### config.mk
export PLATFORM = sky130hd
export DESIGN_NAME = multicycle_ctrl_fetch
export DESIGN_NICKNAME = d
export VERILOG_FILES = /design/src/rtl/multicycle_ctrl_fetch.sv
export SDC_FILE = /design/constraint.sdc
export NUM_CORES = 1
export LEC_CHECK = 0
export CAP_MARGIN = 20
export CELL_PAD_IN_SITES_DETAIL_PLACEMENT = 0
export CELL_PAD_IN_SITES_GLOBAL_PLACEMENT = 1
export CORE_MARGIN = 3
export CORE_UTILIZATION = 36
export CTS_CLUSTER_DIAMETER = 60
export DETAILED_ROUTE_END_ITERATION = 6
export GPL_TIMING_DRIVEN = 0
export PLACE_DENSITY = 0.81
export SLEW_MARGIN = 10
export SYNTH_ARGS = -nofsm -noshare
export SYNTH_HDL_FRONTEND = slang
export SYNTH_SLANG_ARGS = --single-unit
### constraint.sdc
create_clock -name clk -period 3.1 [get_ports clk]
set_input_delay 0.62 -clock clk [delete_from_list [all_inputs] [get_ports clk]]
set_output_delay 0.62 -clock clk [all_outputs]
set_load 0.05 [all_outputs]
### src/rtl/multicycle_ctrl_fetch.sv
`default_nettype none
// +--------------------------------------------------------------------------+
// | multicycle_ctrl_fetch: PC/IR owner and Moore control FSM (IF..WB, HLT)   |
// | Revision: 1.0                                                            |
// +--------------------------------------------------------------------------+
module multicycle_ctrl_fetch #(
  parameter logic [15:0] PC_RESET = 16'h0000
) (
  input  logic        clk,
  input  logic        Reset,
  input  logic [15:0] IMem_data,
  input  logic        IMem_ready,
  input  logic        PSW_Z,
  output logic        IMem_req,
  output logic [15:0] PC,
  output logic [15:0] Ins,
  output logic        WBRF,
  output logic        RBresource,
  output logic        WBresource,
  output logic        OprandB,
  output logic        LI,
  output logic        Buff_IDEXE,
  output logic        ALUop,
  output logic        Flag,
  output logic        DMem_re,
  output logic        DMem_we,
  output logic        Halt,
  output logic        Illegal
);

  localparam logic [2:0] c_ST_IF  = 3'd0;
  localparam logic [2:0] c_ST_ID  = 3'd1;
  localparam logic [2:0] c_ST_EXE = 3'd2;
  localparam logic [2:0] c_ST_MEM = 3'd3;
  localparam logic [2:0] c_ST_WB  = 3'd4;
  localparam logic [2:0] c_ST_HLT = 3'd5;

  localparam logic [4:0] c_OP_NOP  = 5'b00000;
  localparam logic [4:0] c_OP_ADD  = 5'b00001;
  localparam logic [4:0] c_OP_SUB  = 5'b00010;
  localparam logic [4:0] c_OP_LI   = 5'b00100;
  localparam logic [4:0] c_OP_LD   = 5'b00101;
  localparam logic [4:0] c_OP_ST   = 5'b00110;
  localparam logic [4:0] c_OP_B    = 5'b00111;
  localparam logic [4:0] c_OP_BZ   = 5'b01000;
  localparam logic [4:0] c_OP_HALT = 5'b11111;

  logic [2:0]  state_q, state_d;
  logic [15:0] pc_q, pc_d;
  logic [15:0] ins_q, ins_d;

  logic [4:0]  w_op;
  logic        w_is_nop, w_is_add, w_is_sub, w_is_li, w_is_ld;
  logic        w_is_st, w_is_b, w_is_bz, w_is_halt, w_is_legal;
  logic [15:0] w_branch_tgt;
  logic        w_branch_taken;

  assign w_op      = ins_q[15:11];
  assign w_is_nop  = (w_op == c_OP_NOP);
  assign w_is_add  = (w_op == c_OP_ADD);
  assign w_is_sub  = (w_op == c_OP_SUB);
  assign w_is_li   = (w_op == c_OP_LI);
  assign w_is_ld   = (w_op == c_OP_LD);
  assign w_is_st   = (w_op == c_OP_ST);
  assign w_is_b    = (w_op == c_OP_B);
  assign w_is_bz   = (w_op == c_OP_BZ);
  assign w_is_halt = (w_op == c_OP_HALT);
  assign w_is_legal = w_is_nop | w_is_add | w_is_sub | w_is_li | w_is_ld |
                      w_is_st | w_is_b | w_is_bz | w_is_halt;

  // pc_q already points past the branch, so the offset is relative to PC+1.
  assign w_branch_tgt   = pc_q + {{8{ins_q[7]}}, ins_q[7:0]};
  assign w_branch_taken = w_is_b | (w_is_bz & PSW_Z);

  always_ff @(posedge clk or posedge Reset) begin
    if (Reset) begin
      state_q <= c_ST_IF;
      pc_q    <= PC_RESET;
      ins_q   <= 16'h0000;
    end else begin
      state_q <= state_d;
      pc_q    <= pc_d;
      ins_q   <= ins_d;
    end
  end

  always_comb begin
    state_d = state_q;
    pc_d    = pc_q;
    ins_d   = ins_q;
    case (state_q)
      c_ST_IF: begin
        if (IMem_ready) begin
          ins_d   = IMem_data;
          pc_d    = pc_q + 16'd1;
          state_d = c_ST_ID;
        end
      end
      c_ST_ID: begin
        if (!w_is_legal || w_is_nop) begin
          state_d = c_ST_IF;
        end else if (w_is_halt) begin
          state_d = c_ST_HLT;
        end else begin
          state_d = c_ST_EXE;
        end
      end
      c_ST_EXE: begin
        if (w_is_ld || w_is_st) begin
          state_d = c_ST_MEM;
        end else if (w_is_b || w_is_bz) begin
          if (w_branch_taken) begin
            pc_d = w_branch_tgt;
          end
          state_d = c_ST_IF;
        end else begin
          state_d = c_ST_WB;
        end
      end
      c_ST_MEM: begin
        state_d = w_is_ld ? c_ST_WB : c_ST_IF;
      end
      c_ST_WB: begin
        state_d = c_ST_IF;
      end
      c_ST_HLT: begin
        state_d = c_ST_HLT;
      end
      default: begin
        state_d = c_ST_IF;
      end
    endcase
  end

  // Reset gates the strobes directly so they drop in the same cycle it rises.
  always_comb begin
    IMem_req   = 1'b0;
    WBRF       = 1'b0;
    RBresource = 1'b0;
    WBresource = 1'b0;
    OprandB    = 1'b0;
    LI         = 1'b0;
    Buff_IDEXE = 1'b0;
    ALUop      = 1'b0;
    Flag       = 1'b0;
    DMem_re    = 1'b0;
    DMem_we    = 1'b0;
    Halt       = 1'b0;
    Illegal    = 1'b0;
    if (!Reset) begin
      case (state_q)
        c_ST_IF: begin
          IMem_req = 1'b1;
        end
        c_ST_ID: begin
          Buff_IDEXE = 1'b1;
          RBresource = w_is_st;
          Illegal    = ~w_is_legal;
        end
        c_ST_EXE: begin
          if (w_is_add || w_is_sub) begin
            ALUop = w_op[1];
            Flag  = 1'b1;
          end else if (w_is_li) begin
            LI      = 1'b1;
            OprandB = 1'b1;
          end else if (w_is_st) begin
            RBresource = 1'b1;
          end
        end
        c_ST_MEM: begin
          DMem_re    = w_is_ld;
          DMem_we    = w_is_st;
          RBresource = w_is_st;
        end
        c_ST_WB: begin
          WBRF       = 1'b1;
          WBresource = w_is_ld;
        end
        c_ST_HLT: begin
          Halt = 1'b1;
        end
        default: begin
          IMem_req = 1'b0;
        end
      endcase
    end
  end

  assign PC  = pc_q;
  assign Ins = ins_q;

endmodule
`default_nettype wire

==> impl_results.md <==
- Run status: finished, final reports clean
- Routability cong.: 0.843
- Clock transition at path regs: 0.07 ns
- Die H: 87.5 um
- First-pass GRT wire length: approximately 11000 um
- Most common cell after layout, fill and taps aside: clkdlybuf4s50_1
- Pwr dens: 1110 nW/um2
- Mapped cell area: 2390 um2
- Post-layout util: between 50% and 60%
- Seq. cell area: about 900 um2
- Setup violators final: 0
- Drt first pass iters: 5
- Final worst path period share: a little over nine tenths
- Async set-or-reset flop fraction in the synthesized netlist: 100%
- Num rows: 29
- Max Slew Vio Count: 0
- Post-DP HPWL: 4700 um
- Post-DR wirelength/cell: 14.8 um
- Critical Path, Cell by Cell: clkdlybuf4s50_1 -> nor3_1 -> clkdlybuf4s50_1
- Lkg Pwr: roughly 1.5 nW
- Worst setup SP type: primary input
- Number of enable flip-flop cells after synthesis: 0
- Cell family with most CP delay: buffers and inverters
- Main synth FF type: dfrtp_1
- Full die area: between 7000 and 8000 um2
- Top Ports: 65
- Post-route design area: 3210 um2
- Crit path DAT: 2.37 ns
- Synth warn: 0
- Total grt overflow: 0
- # Post-CTS Setup Buffers: 0
- Reg-to-reg slack, setup: between 0.2 and 0.25 ns
- Final nets: 378
- TritonCTS Buffers: 5
- Share of layout cells above drive strength 1: 10.5%
- # H-tree levels: 2
- Chip width: 87.5 um
- Core area: 6390 um2
- Min Tclk post-route: 2.99 ns
- Gr usage total: 17.6%
- Worst EP required: 2.48 ns
- Worst-margin pin slew: 0.766 ns
- #FFs+latches synth: 35
- Placement Setup Slack: -0.215 ns
- I/O Buffers: between 60 and 70
- TritonCTS Sinks: 35
- Slew headroom: 48.9%
- Peak supply drop: a little under 0.7 mV
- Post-synth net total: 307
- Via count: 2205
- CP Capture Type: output pin
- Achievable clock frequency: roughly 0.33 GHz
- Root Driver: clkbuf_8
- Clk buf depth: 2
- MaxCap Viol Count: 0
- FILL cells: 636
- Largest net degree at the start of global routing: 36
- TritonCTS clock tree: built
- Drt via density: 5.25
- CP max-delay cell: clkdlybuf4s50_1
- Vias in the first global route: 2270
- Total wire length: 6220 um
- Layout Area Growth over Synthesis: 34.4%
- Routed Antenna Nets: 0
- Clk_skew: 0.00455 ns
- Initial antenna violation count: 0
- Clk_lat worst skew: slightly below 0.3 ns
- Path category of the worst min-delay check: flop to flop
- Most common cell on crit path: clkdlybuf4s50_1
- Final Hold Fails: 0
- Placed Area: 3130 um2
- Power, Total: 3.57 mW
- Critical path buffers and inverters: 2
- Critical Path Max Stage Delay: 0.86 ns
- Mean Syn Cell Area: 8.82 um2
- DRC viols: 0
- CP Max Fanout: 7
- Most frequent cells in the layout: 55 x clkdlybuf4s50_1, 36 x nand2_1, 35 x dfrtp_1, 24 x o21ai_0
- Cts hold-fix bufs: 0
- Area of the multi-input gates: 1410 um2
- Synth cell types: 48
- Final WS setup: 0.107 ns
- Unrepaired setup endpoints after global routing: no
- ANT cells: 0
- Mapped Cells: 271
- Starting Density: 37.4%
- Crit path kind: primary input to output pin
- Sequential area share after synthesis: between 30% and 40%
- DR iter-0 viols: 90
- Hold slack: 0.470 ns
synthesized netlist by cell type, types with 3 or more instances:
cell type / instances / area (um2)
nand2_1: 36 / 135
a211oi_1: 4 / 30.0
a21o_1: 6 / 45.0
a21oi_1: 15 / 75.1
nand3_1: 5 / 25.0
nand2b_1: 6 / 37.5
clkbuf_1: 12 / 45.0
o31ai_1: 3 / 22.5
inv_1: 14 / 52.6
nor2b_1: 3 / 18.8
ha_1: 15 / 188
a221oi_1: 3 / 26.3
xnor2_1: 8 / 70.1
nor3_1: 9 / 45.0
nor2_1: 13 / 48.8
xor2_1: 3 / 26.3
and3_1: 10 / 62.6
mux2_2: 12 / 135
o211ai_1: 3 / 22.5
o21ai_0: 24 / 120
dfrtp_1: 35 / 876
path summary, 6_finish.rpt:
kind | start | to | cells after the start
max | Reset | Buff_IDEXE | 3
min | PC[15]$_DFFE_PP0P_ | PC[15]$_DFFE_PP0P_ | 1
max reg2reg | state_q[2]$_DFFE_PP0P_ | PC[12]$_DFFE_PP0P_ | 10
min reg2reg | PC[15]$_DFFE_PP0P_ | PC[15]$_DFFE_PP0P_ | 1
max in group asynchronous | Reset | PC[6]$_DFFE_PP0P_ | 2
min in group asynchronous | Reset | Ins[2]$_DFFE_PP0P_ | 2
layout make-up:
cell class,instances,area share (%)
buffer,15,2.22
clock buffer,7,2.37
clock inverter,1,0.156
inverter,14,1.63
multi-input combinational,207,43.9
sequential,35,27.2
tap,77,3.00
timing repair buffer,64,19.5
stage by stage:
stage	TNS, ns	cells
2_1_floorplan	0	271
3_3_place_gp	-0.714	412
3_5_place_dp	-0.867	412
4_1_cts	0	420
5_1_grt	0	420
6_report	0	420
flip-flops by register name, summed over array words and instances, names as in the netlist:
| register | flops |
|---|---|
| PC | 16 |
| state_q | 3 |
| Ins | 16 |
metal layers:
layer	wire length [um]	vias up	GRT usage, %	share of wire [%]
li1	-	1110	-	-
met1	2890	1032	23.9	46
met2	2880	52	27.0	46
met3	324	11	4.16	5.2
met4	128	0	6.42	2.1
met5	0	-	0	0
power by group:
| part | switching, mW | internal (mW) |
|---|---|---|
| clock | 0.172 | 0.158 |
| sequential | 0.174 | 0.669 |
| combinational | 1.55 | 0.841 |
| total | 1.90 | 1.67 |
worst register-to-register path, stage by stage, from the launching register on:
cell and delay (ns):
dfrtp_1 0.39, clkbuf_2 0.19, nor2_2 0.27, and3_1 0.19
ha_1 0.27, a21o_1 0.21, a21oi_1 0.27, nand2_1 0.16
a31o_2 0.28, or4_1 0.48, nand3_1 0.10
logic make-up (layout without fill, tap and decap cells):
logic type / Yosys count / after routing / synth area share, %
AO/OA/AOI/OAI: 72 / 72 / 19.7
adder cells (fa/ha/maj): 16 / 16 / 8.69
buffers and inverters: 29 / 101 / 5.08
AND/OR/NAND/NOR: 93 / 93 / 18.9
flip-flops: 35 / 35 / 36.6
XOR/XNOR: 11 / 11 / 4.03
multiplexers: 15 / 15 / 6.96
what timing repair did:
item / CTS / global route
gates cloned: 0 / 0
endpoints found under the setup margin: 11 / 8
gates resized for setup: 10 / 14
Power figures use the tool's default switching activity.
